[config.mk]
export PLATFORM = sky130hd
export DESIGN_NAME = two_req_arbiter_flat
export DESIGN_NICKNAME = d
export VERILOG_FILES = /design/src/rtl/two_req_arbiter_if.sv /design/src/rtl/two_req_arbiter.sv /design/src/flat_wrapper.sv
export SDC_FILE = /design/constraint.sdc
export NUM_CORES = 1
export LEC_CHECK = 0
export BUFFER_PORTS_ARGS = -buffer_cell sky130_fd_sc_hd__buf_2
export CORE_AREA = 2 2 39 41
export DETAILED_ROUTE_END_ITERATION = 6
export DIE_AREA = 0 0 41 43
export HOLD_SLACK_MARGIN = 0.02
export RECOVER_POWER = 50
export SYNTH_ARGS = -nofsm -noshare
export SYNTH_HDL_FRONTEND = slang
export SYNTH_SLANG_ARGS = --single-unit
[constraint.sdc]
create_clock -name clk -period 1 [get_ports clk]
set_input_delay 0.05 -clock clk [delete_from_list [all_inputs] [get_ports clk]]
set_output_delay 0.05 -clock clk [all_outputs]
set_load 0.1 [all_outputs]
[src/rtl/two_req_arbiter_if.sv]
// Request/grant bundle between two requesters and the shared-resource arbiter.
interface two_req_arbiter_if;
   logic req_0;
   logic req_1;
   logic gnt_0;
   logic gnt_1;

   modport master (output req_0, output req_1, input gnt_0, input gnt_1);
   modport slave  (input req_0, input req_1, output gnt_0, output gnt_1);
endinterface

[src/rtl/two_req_arbiter.sv]
// Two-requester Moore arbiter: fixed-priority or round-robin tie-break, optional
// hold limit that forces a handover when the other requester has waited too long.
module two_req_arbiter #(
   parameter int unsigned RR_MODE  = 0,
   parameter int unsigned MAX_HOLD = 0,
   parameter int unsigned CNT_W    = 8
) (
   input  logic             clk,
   input  logic             rst,
   two_req_arbiter_if.slave bus
);

   typedef enum logic [1:0] {
      IDLE = 2'd0,
      GNT0 = 2'd1,
      GNT1 = 2'd2
   } state_t;

   localparam bit              RR        = (RR_MODE != 0);
   localparam bit              HOLD_EN   = (MAX_HOLD != 0);
   localparam logic [CNT_W-1:0] HOLD_LAST = HOLD_EN ? CNT_W'(MAX_HOLD - 1) : '0;
   localparam logic [CNT_W-1:0] CNT_MAX   = '1;

   state_t           state;
   state_t           state_nxt;
   logic [CNT_W-1:0] cnt;
   logic [CNT_W-1:0] cnt_nxt;
   logic             last;
   logic             last_nxt;
   logic             other_req;
   logic             hold_hit;

   // Next-state, hold counter and last-granted update
   always_comb begin
      state_nxt = state;
      cnt_nxt   = cnt;
      last_nxt  = last;
      hold_hit  = HOLD_EN && (cnt == HOLD_LAST);
      other_req = 1'b0;

      unique case (state)
         IDLE: begin
            if (bus.req_0 && bus.req_1) begin
               state_nxt = (RR && !last) ? GNT1 : GNT0;
            end else if (bus.req_0) begin
               state_nxt = GNT0;
            end else if (bus.req_1) begin
               state_nxt = GNT1;
            end
         end
         GNT0: begin
            other_req = bus.req_1;
            if (!bus.req_0) begin
               state_nxt = bus.req_1 ? GNT1 : IDLE;
            end else if (bus.req_1 && hold_hit) begin
               state_nxt = GNT1;
            end
         end
         GNT1: begin
            other_req = bus.req_0;
            if (!bus.req_1) begin
               state_nxt = bus.req_0 ? GNT0 : IDLE;
            end else if (bus.req_0 && hold_hit) begin
               state_nxt = GNT0;
            end
         end
         default: state_nxt = IDLE;
      endcase

      // Entry into a grant state restarts the hold count; otherwise count waiting cycles
      if ((state_nxt != state) && (state_nxt != IDLE)) begin
         cnt_nxt  = '0;
         last_nxt = (state_nxt == GNT1);
      end else if ((state_nxt == state) && other_req && (cnt != CNT_MAX)) begin
         cnt_nxt = cnt + CNT_W'(1);
      end
   end

   // State and grant flops; grants mirror the registered next state
   always_ff @(posedge clk or negedge rst) begin
      if (!rst) begin
         state     <= IDLE;
         cnt       <= '0;
         last      <= 1'b1;
         bus.gnt_0 <= 1'b0;
         bus.gnt_1 <= 1'b0;
      end else begin
         state     <= state_nxt;
         cnt       <= cnt_nxt;
         last      <= last_nxt;
         bus.gnt_0 <= (state_nxt == GNT0);
         bus.gnt_1 <= (state_nxt == GNT1);
      end
   end

endmodule

[src/flat_wrapper.sv]
// flat-port wrapper written by rule: the top's interface ports become plain ports
module two_req_arbiter_flat 
#(
   parameter int unsigned RR_MODE  = 0,
   parameter int unsigned MAX_HOLD = 0,
   parameter int unsigned CNT_W    = 8
)
  (clk, rst, bus_req_0, bus_req_1, bus_gnt_0, bus_gnt_1);
  two_req_arbiter_if bus_i ();
  input  logic clk;
  input  logic rst;
  input wire logic [$bits(bus_i.req_0)-1:0] bus_req_0;
  input wire logic [$bits(bus_i.req_1)-1:0] bus_req_1;
  output wire logic [$bits(bus_i.gnt_0)-1:0] bus_gnt_0;
  output wire logic [$bits(bus_i.gnt_1)-1:0] bus_gnt_1;
  assign bus_i.req_0 = bus_req_0;
  assign bus_i.req_1 = bus_req_1;
  assign bus_gnt_0 = bus_i.gnt_0;
  assign bus_gnt_1 = bus_i.gnt_1;
  two_req_arbiter #(.RR_MODE(RR_MODE), .MAX_HOLD(MAX_HOLD), .CNT_W(CNT_W)) u_core (.clk(clk), .rst(rst), .bus(bus_i));
endmodule
==> summary.md <==
| Metric | Value |
|---|---|
| Status | finished, final reports clean |
| Die Y | 43 um |
| Critical path cell sequence | buf_12 |
| EDFF count, synth | 0 |
| Final Cell Area | 246 um2 |
| Worst Tran Pin Value | 222 ps |
| Logic pwr share | 20.5% |
| Post-CTS Setup Repair Bufs | 0 |
| Mapped Cells | 10 |
| Leak | 0.109 nW |
| Post-DRT Antenna Nets | 0 |
| Final Hold Fails | 0 |
| VDD IR max | 0.000708 V |
| Fin nets | 25 |
| Placement Cell Area | 215 um2 |
| Switching power | 0.125 mW |
| HP Start | bus_req_1 |
| Post-layout min period | 835 ps |
| Vias/cell | 3.11 |
| Slew headroom | 85.2% |
| Seq pwr share | 38.8% |
| Crit path max-delay family | flip-flops |
| Critical path's largest stage delay | 380 ps |
| Slowest cell on the critical path | dfrtp_1 |
| H-tree depth | 1 |
| Flop-to-flop setup slack | 220 ps |
| Gpl congestion | 0.604 |
| N_diodes | 0 |
| Net Count, Synth | 14 |
| Die extent in x | 41 um |
| Layout area overhead | 75.9% |
| Crit path buf inv count | 1 |
| Synth warn | 0 |
| Total number of vias | 109 |
| Sw Share | 26.6% |
| Reg2Reg Depth | 2 |
| CP arrival | 790 ps |
| Sink Count | 4 |
| DRC Markers | 0 |
| Final setup fails | 0 |
| Max_cap viols | 0 |
| Final Cycle Share | 83.5% |
| Dpl cells | 31 |
| Clock-pin slew on the worst setup and hold paths | 30 ps |
| Crit path kind | reg -> out |
| Drt wl/cell | 6.63 um |
| Asr flop ratio synth | 100% |
| Largest net degree at the start of global routing | 5 |
| Clk buf depth | 2 |
| Startpoint Class | register |
| Setup TNS | 0 ps |
| Initial core utilization | 10.1% |
| Max Slew Vio Count | 0 |
| Post-synthesis sequential area ratio | 71.4% |
| FILL cells | 147 |
| Worst EP required | 950 ps |
| Die area | 1760 um2 |
| P per Cell Area | 1920 nW/um2 |
| WL final | 232 um |
| Syn Area/Cell | 14.0 um2 |
| Clock latency on the worst-skew pair | 230 ps |
| DRT Pass-1 Iters | 4 |
| Post-synth cell types | 4 |
| Row count | 14 |
| Maximum net fanout on the critical path | 1 |
| Largest area contributor in the netlist | dfrtp_1 |
| Hold_ws | 54.0 ps |
| Final Skew | 0.162 ps |
| Top cell type's share of synthesized area | 71.4% |
| Hold buffer count at CTS | 1 |
| Clock Power Share | 40.7% |
| # resized after CTS | 0 |
| Int Pwr | 0.347 mW |
| Initial DRC Count | 8 |
| Initial antenna violation count | 0 |
| Clk Tree Root Cell | clkbuf_4 |
| Total GRT Usage | 4.43% |
| Crit Reg-Reg Endpoint | u_core.state[1] |
| RSZ-0062 raised after global routing | no |
| CTS tree | built |
| Mapped Area | 140 um2 |
| Ranking of synthesized cells by area | dfrtp_1 (71%), and2_1 (18%), mux2i_1 (7.1%), o21ai_0 (3.6%) |
| Core area | 1380 um2 |
| Worst r2r src | u_core.state[1] |
| F_max | 1200 MHz |
| IO Pins | 6 |
| Commonest cells in the netlist | and2_1 (4), dfrtp_1 (4), mux2i_1 (1), o21ai_0 (1) |
| #FFs+latches synth | 4 |
| Hold path depth | 2 |
| IO buf count | 5 |
| Worst hold path endpoint | u_core.bus.gnt_1 |
| Vias in the first global route | 101 |
| Total Power | 0.472 mW |
| Hold WC Path Type | in -> reg |
| Post-synth top flop | dfrtp_1 |
| CTS Buf Count | 3 |
| First-pass GRT wire length | 400 um |
| Final std cells w/o fill | 35 |
| Remaining global-route overflow | 0 |
| Worst setup EP type | output pin |
| Layout cells sized above 1 | 36.8% |
==> metal layers <==
| metal | routed length (um) | global-route usage [%] |
|---|---|---|
| met5 | 0 | 0 |
| met4 | 6 | 4.00 |
| met3 | 46 | 7.85 |
| met2 | 68 | 3.44 |
| met1 | 110 | 3.90 |
==> power groups by stage <==
| stage | Sequential [mW] | Combinational [mW] | Clock, mW |
|---|---|---|---|
| floorplan | 0.226 | 0.0124 | 0 |
| global placement | 0.184 | 0.0942 | 0 |
| detailed placement | 0.185 | 0.0952 | 0 |
| CTS | 0.183 | 0.0982 | 0.207 |
| global route | 0.184 | 0.103 | 0.218 |
| finish | 0.183 | 0.0970 | 0.192 |
==> state kept, by name (all words and copies together) (netlist names) <==
| name | count |
|---|---|
| u_core.state | 2 |
| u_core.bus.gnt_0 | 1 |
| u_core.bus.gnt_1 | 1 |
==> placed cells by master, fill, tap and decap left out, drive strengths merged <==
master,instances
dlygate4sd3,1
dfrtp,4
clkbuf,4
and2,4
buf,4
mux2i,1
o21ai,1
==> worst max path at each step <==
stage	from	end	slack [ps]	cells after the start
after global routing	u_core.bus.gnt_1	bus_gnt_1	140	1
after global placement	u_core.state[1]	u_core.bus.gnt_1	240	2
after CTS	u_core.bus.gnt_0	bus_gnt_0	150	1
after floorplan	u_core.bus.gnt_0	bus_gnt_0	70	0
final	u_core.bus.gnt_0	bus_gnt_0	160	1
after detailed placement	u_core.state[1]	u_core.state[1]	220	2
==> kinds of logic (layout without fill, tap and decap cells) <==
family,count (synthesis),count (layout),synth area share (%)
compound gates,1,1,3.57
buf+inv,0,9,0
flops,4,4,71.4
mux,1,1,7.14
simple gates,4,4,17.9
==> area by class of cell <==
cell class              count  area [um2]  share of cell area (%)
flip-flops and latches      4         100                    40.6
repair buffers              6        63.8                    25.9
multi-input cells           6        40.0                    16.2
clock buffers               3        22.5                    9.14
well taps                  16        20.0                    8.12
==> through the flow <==
stage	setup WS (ps)	util, %
finish	165	17.8
global route	138	17.8
CTS	151	17.9
detailed placement	225	15.6
global placement	245	15.6
floorplan	66.7	-
Note: power is estimated with default switching activity, not from simulation.
